$ cat src/rtl/servo_motion_sequencer.sv
// rtl/servo_motion_sequencer.sv - multi-joint servo pulse-width ramp sequencer
module servo_motion_sequencer #(
  parameter int N_JOINTS    = 4,
  parameter int FRAME_TICKS = 500000,
  parameter int MIN_US      = 650,
  parameter int MAX_US      = 2600,
  parameter int HOME_US     = 1625,
  parameter int STEP_US     = 10
) (
  input  logic                    CLK,
  input  logic                    RST,
  input  logic                    cmd_valid,
  output logic                    cmd_ready,
  input  logic [2:0]              cmd_joint,
  input  logic [15:0]             cmd_us,
  output logic                    cmd_err,
  output logic [32*N_JOINTS-1:0]  control,
  output logic                    frame_tick,
  output logic                    busy,
  output logic                    done
);

  localparam int              CW       = (FRAME_TICKS > 1) ? $clog2(FRAME_TICKS) : 1;
  localparam logic [CW-1:0]   CNT_LAST = CW'(FRAME_TICKS - 1);
  localparam logic [15:0]     STEP     = 16'(STEP_US);
  localparam logic [15:0]     LO       = 16'(MIN_US);
  localparam logic [15:0]     HI       = 16'(MAX_US);
  localparam logic [15:0]     HOME     = 16'(HOME_US);
  localparam logic [2:0]      IDX_LAST = 3'(N_JOINTS - 1);

  typedef enum logic [1:0] {S_IDLE, S_UPDATE, S_CHECK} state_t;

  logic [CW-1:0] cnt_q;
  logic          frame_tick_q;
  state_t        state_q;
  logic [2:0]    idx_q;
  logic          pending_q;
  logic          cmd_ready_q;
  logic          cmd_err_q;
  logic          busy_q;
  logic          done_q;
  logic [15:0]   live_q   [N_JOINTS];
  logic [15:0]   target_q [N_JOINTS];

  logic          accept;
  logic          joint_ok;
  logic [15:0]   cmd_clamped;
  logic          any_diff;

  // Move live toward target by at most STEP; compare first so unsigned math never wraps.
  function automatic logic [15:0] step_fn(input logic [15:0] live, input logic [15:0] tgt);
    logic [15:0] r;
    if (tgt >= live) begin
      r = ((tgt - live) <= STEP) ? tgt : live + STEP;
    end else begin
      r = ((live - tgt) <= STEP) ? tgt : live - STEP;
    end
    return r;
  endfunction

  assign accept   = cmd_valid & cmd_ready_q;
  assign joint_ok = (32'(cmd_joint) < 32'(N_JOINTS));

  // Clamp the requested width into the legal servo range.
  always_comb begin
    cmd_clamped = cmd_us;
    if (cmd_us < LO) begin
      cmd_clamped = LO;
    end else if (cmd_us > HI) begin
      cmd_clamped = HI;
    end
  end

  // Any joint still away from its target.
  always_comb begin
    any_diff = 1'b0;
    for (int j = 0; j < N_JOINTS; j++) begin
      if (live_q[j] != target_q[j]) any_diff = 1'b1;
    end
  end

  genvar g;
  generate
    for (g = 0; g < N_JOINTS; g++) begin : g_lane
      assign control[32*g +: 32] = {16'd0, live_q[g]};
    end
  endgenerate

  // Free-running frame counter; frame_tick is the registered wrap indication.
  always_ff @(posedge CLK) begin
    if (RST) begin
      cnt_q        <= '0;
      frame_tick_q <= 1'b0;
    end else begin
      frame_tick_q <= (cnt_q == CNT_LAST);
      cnt_q        <= (cnt_q == CNT_LAST) ? '0 : cnt_q + 1'b1;
    end
  end

  // Command intake plus the per-frame IDLE -> UPDATE (one joint per cycle) -> CHECK walk.
  always_ff @(posedge CLK) begin
    if (RST) begin
      state_q     <= S_IDLE;
      idx_q       <= 3'd0;
      pending_q   <= 1'b0;
      cmd_ready_q <= 1'b1;
      cmd_err_q   <= 1'b0;
      busy_q      <= 1'b0;
      done_q      <= 1'b0;
      for (int j = 0; j < N_JOINTS; j++) begin
        live_q[j]   <= HOME;
        target_q[j] <= HOME;
      end
    end else begin
      cmd_err_q <= 1'b0;
      done_q    <= 1'b0;

      // Commands only land while IDLE, so they never race the joint walk.
      if (accept) begin
        if (joint_ok) begin
          for (int j = 0; j < N_JOINTS; j++) begin
            if (cmd_joint == 3'(j)) begin
              target_q[j] <= cmd_clamped;
              if (cmd_clamped != live_q[j]) busy_q <= 1'b1;
            end
          end
        end else begin
          cmd_err_q <= 1'b1;
        end
      end

      case (state_q)
        S_IDLE: begin
          // The tick cycle itself starts the walk, so a same-cycle command is still taken.
          if (pending_q || frame_tick_q) begin
            state_q     <= S_UPDATE;
            idx_q       <= 3'd0;
            pending_q   <= 1'b0;
            cmd_ready_q <= 1'b0;
          end else begin
            cmd_ready_q <= 1'b1;
          end
        end
        S_UPDATE: begin
          cmd_ready_q <= 1'b0;
          for (int j = 0; j < N_JOINTS; j++) begin
            if (idx_q == 3'(j)) live_q[j] <= step_fn(live_q[j], target_q[j]);
          end
          idx_q <= idx_q + 3'd1;
          if (idx_q == IDX_LAST) state_q <= S_CHECK;
        end
        S_CHECK: begin
          busy_q      <= any_diff;
          done_q      <= busy_q & ~any_diff;
          state_q     <= S_IDLE;
          cmd_ready_q <= ~(pending_q | frame_tick_q);
        end
        default: begin
          state_q     <= S_IDLE;
          cmd_ready_q <= 1'b0;
        end
      endcase

      // A tick arriving mid-walk is remembered rather than dropped.
      if (frame_tick_q && state_q != S_IDLE) pending_q <= 1'b1;
    end
  end

  assign cmd_ready  = cmd_ready_q;
  assign cmd_err    = cmd_err_q;
  assign frame_tick = frame_tick_q;
  assign busy       = busy_q;
  assign done       = done_q;

endmodule
$ cat config.mk
export PLATFORM = sky130hd
export DESIGN_NAME = servo_motion_sequencer
export DESIGN_NICKNAME = d
export VERILOG_FILES = /design/src/rtl/servo_motion_sequencer.sv
export SDC_FILE = /design/constraint.sdc
export NUM_CORES = 1
export LEC_CHECK = 0
export ABC_AREA = 1
export ABC_CLOCK_PERIOD_IN_PS = 8100
export BUFFER_PORTS_ARGS = -buffer_cell sky130_fd_sc_hd__buf_2
export CAP_MARGIN = 20
export CORE_UTILIZATION = 50
export DETAILED_ROUTE_END_ITERATION = 10
export GPL_ROUTABILITY_DRIVEN = 0
export GPL_TIMING_DRIVEN = 1
export MAX_ROUTING_LAYER = met4
export PLACE_DENSITY_LB_ADDON = 0.15
export SETUP_SLACK_MARGIN = 0.02
export SKIP_LAST_GASP = 1
export SLEW_MARGIN = 20
export SYNTH_ARGS = -nofsm -noshare
export SYNTH_HDL_FRONTEND = slang
export SYNTH_SLANG_ARGS = --single-unit
$ cat constraint.sdc
create_clock -name CLK -period 8.1 [get_ports CLK]
set_input_delay 0 -clock CLK [delete_from_list [all_inputs] [get_ports CLK]]
set_output_delay 0 -clock CLK [all_outputs]
set_load 0.01 [all_outputs]
==> reports/results.txt, run 1 <==
status: finished, final reports clean
warnings from Yosys: 0
Die ar.: 37500 um^2
Chip Width: 194 um
cell count after synthesis: 2773
IO Pins: 155
synth-to-layout area growth: 6.36%
adder-cell share of the synthesized area: 0.103
largest family of logic cells by synthesized area: simple AND/OR/NAND/NOR gates
fraction of the mapped netlist area in simple logic gates: 0.344
Worst Clk Skew: 0.0109 ns
post-synthesis mux area share: 0
DRT Pass-1 Iters: 7
I/O Buffers: 90
Antenna Cells: 0
htree depth: 4
family with the most delay on the worst path: simple AND/OR/NAND/NOR gates
crit-path cells: inv_1, ha_1, a21oi_1, o21ai_1, nand2_1, nand3_1, a21oi_1, xor2_1, nor2_1, nand3_2, nand2_1, nand2_1, o21ai_0
met3 wire len: 5260 um
Max VDD drop: 0.000120 V
Post-CTS Resized: 0
Max Root-Sink Buffers: 2
final worst setup slack: 4.09 ns
largest net degree at the start of global routing: 39
Clk pin slew, worst setup/hold paths: 0.07 ns
crit path max-delay cell type: nor2_1
kind of end point of the critical path: register
CTS buffer count: 17
Leakage: 9.48 nW
Core Rows: 69
routed length per placed instance: 17.8 um
post-synth cell types: 56
Worst Path Class, Setup: register to register
Mapped Area: 18300 um^2
RSZ-0062 raised after global routing: false
wire length on met2: 26300 um
Slew Viols, Final: 0
DR vias: 18600
CTS Sinks: 158
DP HPWL: 45900 um
ratio of cells with drive above 1 in the final layout: 0.0869
Synth Register Bits: 158
Startpoint Class: register
Starting Density: 0.512
met1 wire length: 25300 um
Slew @ Worst Pin: 0.824 ns
syn avg cell area: 6.62 um^2
fraction of registers with async set/reset: 0
Post-Route Setup TNS: 0 ns
GRT overflow: 0
GRT Util Overall: 0.320
initial antenna violation count: 0
number of global-route vias before repair: 17100
relative slew slack: 0.449
Clk Latency, worst-skew pair: 0.44 ns
core area: 35800 um^2
Synth Flop Type: edfxtp_1
WP data required: 8.23 ns
WP data arrival: 4.14 ns
endpoints failing hold: 0
Seq/Total Area, Yosys: 0.242
first-pass GRT wire length: 92800 um
post-route ant nets: 0
Synth area leader: edfxtp_1
Synth Area in Compound Gates: 0.118
number of synthesized flops with an enable pin: 128
DRT iter0 DRCs: 1813
HP Class: input port to register
Filler cells: 3629
Post-route DRC: 0
DP Worst Slack: 4.22 ns
CP max stage delay: 0.63 ns
DRT Wirelength: 59000 um
pwr/cell area: 122 nW/um^2
XOR/XNOR Fraction of Synth Area: 0.0702
CTS tree: done
Root Buffer: clkbuf_16
Synth top area share: 0.209
FMAX: 0.249 GHz
minimum clock period: 4.01 ns
fin nets: 3008
die height: 194 um
CP most frequent cell: nand2_1
top cells by area, synth: edfxtp_1 21%, nand2_1 15%, ha_1 9.4%
CP Max Fanout: 19
Top Layer Used: met4
Final Setup Violations: 0
max_cap viols: 0
fin crit share: 0.495
Setup Fix Bufs, Post-CTS: 0
worst path bufs/invs: 1
detail-routed via count per cell: 5.60
==> layout by cell type, fill, tap and decap left out, drive strengths merged, types with 2 or more instances in the layout <==
master       Yosys  routed
xnor2           16      16
inv            353     362
o21ai          126     126
conb             1      80
o21bai          13      13
nand4           63      63
a21o             9       9
nand3          212     212
nor2           332     332
nand2          763     763
dlygate4sd3      0       2
a31oi            4       4
a22oi            2       2
buf            112     105
clkinvlp         0       2
a211oi           5       5
nor4            13      13
fa               8       8
and3             2       2
nor3            45      45
nand3b           5       5
nand2b           3       3
clkbuf          26      17
clkinv           7      10
edfxtp         128     128
ha             138     138
nor3b            4       4
dfxtp           30      30
xor2           131     131
or2              7       7
a21boi           5       5
a21oi          169     169
o211ai          36      36
nor4b            2       2
==> metrics by stage <==
stage / hold WS (ns) / util / power, mW / instance area, um^2 / instances
after floorplan: 0.112 / - / 1.41 / 18600 / 2852
after global placement: 0.333 / 0.527 / 1.53 / 18900 / 3280
after detailed placement: 0.332 / 0.528 / 1.54 / 18900 / 3280
after CTS: 0.153 / 0.545 / 2.36 / 19500 / 3314
after global routing: 0.191 / 0.545 / 2.48 / 19500 / 3314
final: 0.167 / 0.545 / 2.37 / 19500 / 3314
==> synth_stat cells, drive strengths merged (9+ instances only) <==
cell type and number:
nor4 13, nand4 63, ha 138, buf 112
a21oi 169, xor2 131, edfxtp 128, dfxtp 30
o21ai 126, o211ai 36, nor3 45, o21bai 13
inv 353, clkbuf 26, a21o 9, xnor2 16
nand2 763, nand3 212, nor2 332
==> sequential cells by signal (all words and copies together) (netlist names), 2 cells and up <==
register,cells
cnt_q,19
state_q,2
target_q,64
live_q,64
idx_q,3
==> worst min-delay path: stages <==
cell and delay [ns]:
buf_2 0.14, nor3_1 0.08, nand2_1 0.06, nand2_1 0.04, o21ai_1 0.16, a21oi_1 0.08
==> repair_timing <==
action | in CTS | in global routing
hold buffers | 2 | 0
hold endpoints to repair | 8 | 0
setup endpoints to repair | 0 | 0
==> metal layers <==
layer / GRT usage / vias to the layer above
met5: - / -
met4: 0.123 / 0
met3: 0.0476 / 149
met2: 0.501 / 954
met1: 0.415 / 8461
li1: - / 9000
==> report_power, final <==
group / internal (mW) / switching, mW
combinational: 0.188 / 0.418
sequential: 0.897 / 0.0324
clock: 0.441 / 0.396
total: 1.53 / 0.846
==> cell families after synthesis <==
kind of cell / Yosys count
compound gates: 371
xor+xnor: 147
fa+ha+maj: 146
buf+inv: 498
simple gates: 1452
flops: 158
other cells: 1
==> worst paths after layout <==
path	from	end	slack, ns	cells past startpoint
max	live_q[1][9]$_SDFFCE_PN1P_	live_q[1][0]$_SDFFCE_PN1P_	4.09	13
min	cmd_joint[1]	busy$_SDFFE_PP0P_	0.17	6
max reg2reg	live_q[1][9]$_SDFFCE_PN1P_	live_q[1][0]$_SDFFCE_PN1P_	4.09	13
min reg2reg	cnt_q[0]$_SDFF_PP0_	cnt_q[0]$_SDFF_PP0_	0.44	1
==> layout make-up <==
| cell class | instances | area [um^2] | area share |
|---|---|---|---|
| inverter | 360 | 1350 | 0.0692 |
| tap | 461 | 577 | 0.0296 |
| clock inverter | 15 | 170 | 0.00872 |
| sequential | 158 | 4440 | 0.228 |
| clock buffer | 17 | 425 | 0.0218 |
| timing repair buffer | 107 | 583 | 0.0299 |
| multi-input combinational | 2196 | 12000 | 0.613 |
Power figures use the tool's default switching activity.
==> run 2: changes to the inputs <==
--- a/config.mk
+++ b/config.mk
@@ -6,7 +6,7 @@
 export NUM_CORES = 1
 export LEC_CHECK = 0
 export ABC_AREA = 1
-export ABC_CLOCK_PERIOD_IN_PS = 8100
+export ABC_CLOCK_PERIOD_IN_PS = 3500
 export BUFFER_PORTS_ARGS = -buffer_cell sky130_fd_sc_hd__buf_2
 export CAP_MARGIN = 20
 export CORE_UTILIZATION = 50
==> constraint.sdc (replaced) <==
create_clock -name CLK -period 3.5 [get_ports CLK]
set_input_delay 0 -clock CLK [delete_from_list [all_inputs] [get_ports CLK]]
set_output_delay 0 -clock CLK [all_outputs]
set_load 0.01 [all_outputs]
==> run 2 against run 1 <==
  * Global-route usage increased by 0.87 points
  * Critical endpoint is now live_q[2][0]$_SDFFCE_PN1P_
  * Cell count up 3.0%
  * Sequential share of layout area shrank 0.92 points
  * Sequential power is 130% higher
  * Die area unchanged
  * Non-clock buffer count is 100 higher
  * Flip-flop and latch count unchanged
  * Largest cell class unchanged
  * Worst hold slack worse by 0.0062 ns
  * Cell area rose by 4.2%
==> reports/results.txt, run 2 (synthesized netlist as in run 1, its figures left out) <==
minimum clock period: 3.31 ns (-0.701 ns)
crit-path cells: inv_1, ha_1, nand2_1, o21ai_2, a21o_1, nand2_1, nand2_1, xor2_1, nand3_1, nor2_4, nand2_4, nand2_1, nand2_2, o21ai_1
DP HPWL: 47000 um (+2.5%)
Startpoint Class: register
Max Root-Sink Buffers: 2 (unchanged)
Chip Width: 194 um (unchanged)
fin crit share: 0.945 (+0.450)
Sw Share: 0.356 (-0.00104)
RSZ-0062 raised after global routing: false
CTS buffer count: 17 (unchanged)
kind of end point of the critical path: register
Max VDD drop: 0.000302 V (+150%)
first-pass GRT wire length: 96100 um (+3.6%)
status: finished, final reports clean
Die ar.: 37500 um^2 (unchanged)
number of global-route vias before repair: 18100 (+5.8%)
DRT Wirelength: 60600 um (+2.7%)
Clk pin slew, worst setup/hold paths: 0.07 ns (about the same)
Worst Path Class, Setup: register to register
GRT Util Overall: 0.328 (+0.00874)
final core utilization: 0.567 (+0.0228)
HP Class: input port to register
largest net degree at the start of global routing: 22 (-44%)
post-route ant nets: 0 (unchanged)
DRT iter0 DRCs: 1988 (+9.7%)
Post-Route Setup TNS: 0 ns (unchanged)
fin nets: 3108 (+3.3%)
WP data required: 3.64 ns (-4.59 ns)
CTS Sinks: 158 (unchanged)
Slew Viols, Final: 0 (unchanged)
most common cell after layout, fill and taps aside: nand2_1
Logic pwr share: 0.271 (+0.016)
endpoints failing hold: 0 (unchanged)
CP Max Fanout: 20 (+1)
GRT overflow: 0 (unchanged)
CP max stage delay: 0.46 ns (-0.17 ns)
setup slack, reg-to-reg: 0.19 ns (-3.90 ns)
routed length per placed instance: 17.8 um (-0.36%)
Filler cells: 3551 (-2.1%)
Post-route DRC: 0 (unchanged)
CP most frequent cell: nand2_1
IO Pins: 155 (unchanged)
Reg power frac: 0.382 (-0.010)
ratio of cells with drive above 1 in the final layout: 0.121 (+0.0343)
Psw: 1.98 mW (+130%)
Clk Latency, worst-skew pair: 0.45 ns (about the same)
biggest regs: live_q (64), target_q (64), cnt_q (19)
I/O Buffers: 90 (unchanged)
Leakage: 10.0 nW (+5.5%)
initial antenna violation count: 1 (+1)
max_cap viols: 0 (unchanged)
Final Setup Violations: 0 (unchanged)
core area: 35800 um^2 (unchanged)
htree depth: 4 (unchanged)
synth-to-layout area growth: 10.8%
crit path max-delay cell type: ha_1
DRT Pass-1 Iters: 6 (-1)
Root Buffer: clkbuf_16
FMAX: 0.302 GHz (+21%)
pwr/cell area: 273 nW/um^2 (+120%)
DR vias: 19300 (+3.8%)
Worst Clk Skew: 0.0132 ns (+0.00225 ns)
placed cells: 3355 (+2.3%)
power share of the clock group: 0.348 (-0.005)
Non-Filler Instances: 3415 (+3.0%)
detail-routed via count per cell: 5.64 (+0.70%)
CTS tree: done
relative slew slack: 0.441 (-0.00796)
Slew @ Worst Pin: 0.837 ns (+0.0130 ns)
die height: 194 um (unchanged)
internal power: 3.58 mW (+130%)
Starting Density: 0.512 (unchanged)
WP data arrival: 3.45 ns (-0.69 ns)
final worst setup slack: 0.191 ns (-3.90 ns)
highest-count cells in the layout ignoring fill and taps: 741 x nand2_1, 334 x inv_1, 308 x nor2_1, 208 x nand3_1, 151 x a21oi_1
DP Worst Slack: 0.00995 ns (-4.22 ns)
Core Rows: 69 (unchanged)
run 2: cell count changes in the layout (fill, tap and decap cells not counted), sizes merged:
cell      before  now
diode          0    1
inv          362  365
buf          105  205
clkinvlp       2    0
clkinv        10    9
run 2: area by class of cell:
class	count	area, um^2	area share
Antenna cell	1	2.50	0.000123
Clock buffer	17	425	0.0209
Clock inverter	15	163	0.00800
Inverter	360	1350	0.0665
Multi-Input combinational cell	2196	12000	0.591
Sequential cell	158	4440	0.219
Tap cell	461	577	0.0284
Timing Repair Buffer	207	1350	0.0662
run 2: layer usage:
metal | vias to the layer above | global-route usage | wire [um]
met2 | 1018 | 0.522 | 27600
met5 | - | - | 0
met3 | 146 | 0.0483 | 5560
met1 | 8888 | 0.425 | 25600
li1 | 9212 | - | -
met4 | 0 | 0.113 | 1880
run 2: per-stage QoR:
| step | power (mW) | cell area [um^2] | hold slack (ns) |
|---|---|---|---|
| final | 5.56 | 20300 | 0.161 |
| after global routing | 5.79 | 20300 | 0.190 |
| after CTS | 5.50 | 20100 | 0.129 |
| after detailed placement | 3.59 | 19500 | 0.346 |
| after global placement | 3.58 | 19500 | 0.342 |
| after floorplan | 3.26 | 18600 | 0.112 |
run 2: final timing paths:
kind / to / startpoint / cells past startpoint
max reg2reg: live_q[2][0]$_SDFFCE_PN1P_ / live_q[2][2]$_SDFFCE_PN0P_ / 14
min reg2reg: cnt_q[0]$_SDFF_PP0_ / cnt_q[0]$_SDFF_PP0_ / 1
max: live_q[2][0]$_SDFFCE_PN1P_ / live_q[2][2]$_SDFFCE_PN0P_ / 14
min: target_q[0][4]$_SDFFCE_PN1P_ / cmd_joint[0] / 5
run 2: power by group through the flow:
stage          logic (mW)  registers [mW]  clock network (mW)
6_report             1.51            2.12                1.93
5_1_grt              1.66            2.13                2.00
4_1_cts              1.44            2.12                1.93
3_5_place_dp         1.43            2.16                   0
3_3_place_gp         1.42            2.16                   0
2_1_floorplan        1.09            2.17                   0
run 2: timing repair:
item	in CTS	in global routing
hold buffers	2	0
resized for setup	1	15
endpoints found under the setup margin	1	45
buffers inserted	0	25
pin swaps	0	9
hold endpoints to repair	7	0
run 2: critical path, delay by kind of cell, from the launching register on:
family	cells	cell delay [ns]
AOI/OAI and AO/OA	3	0.61
xor gates and xnor gates	1	0.23
DFF	1	0.34
buffers and inverters	1	0.10
and+or+nand+nor	8	1.24
adders and majority gates	1	0.46
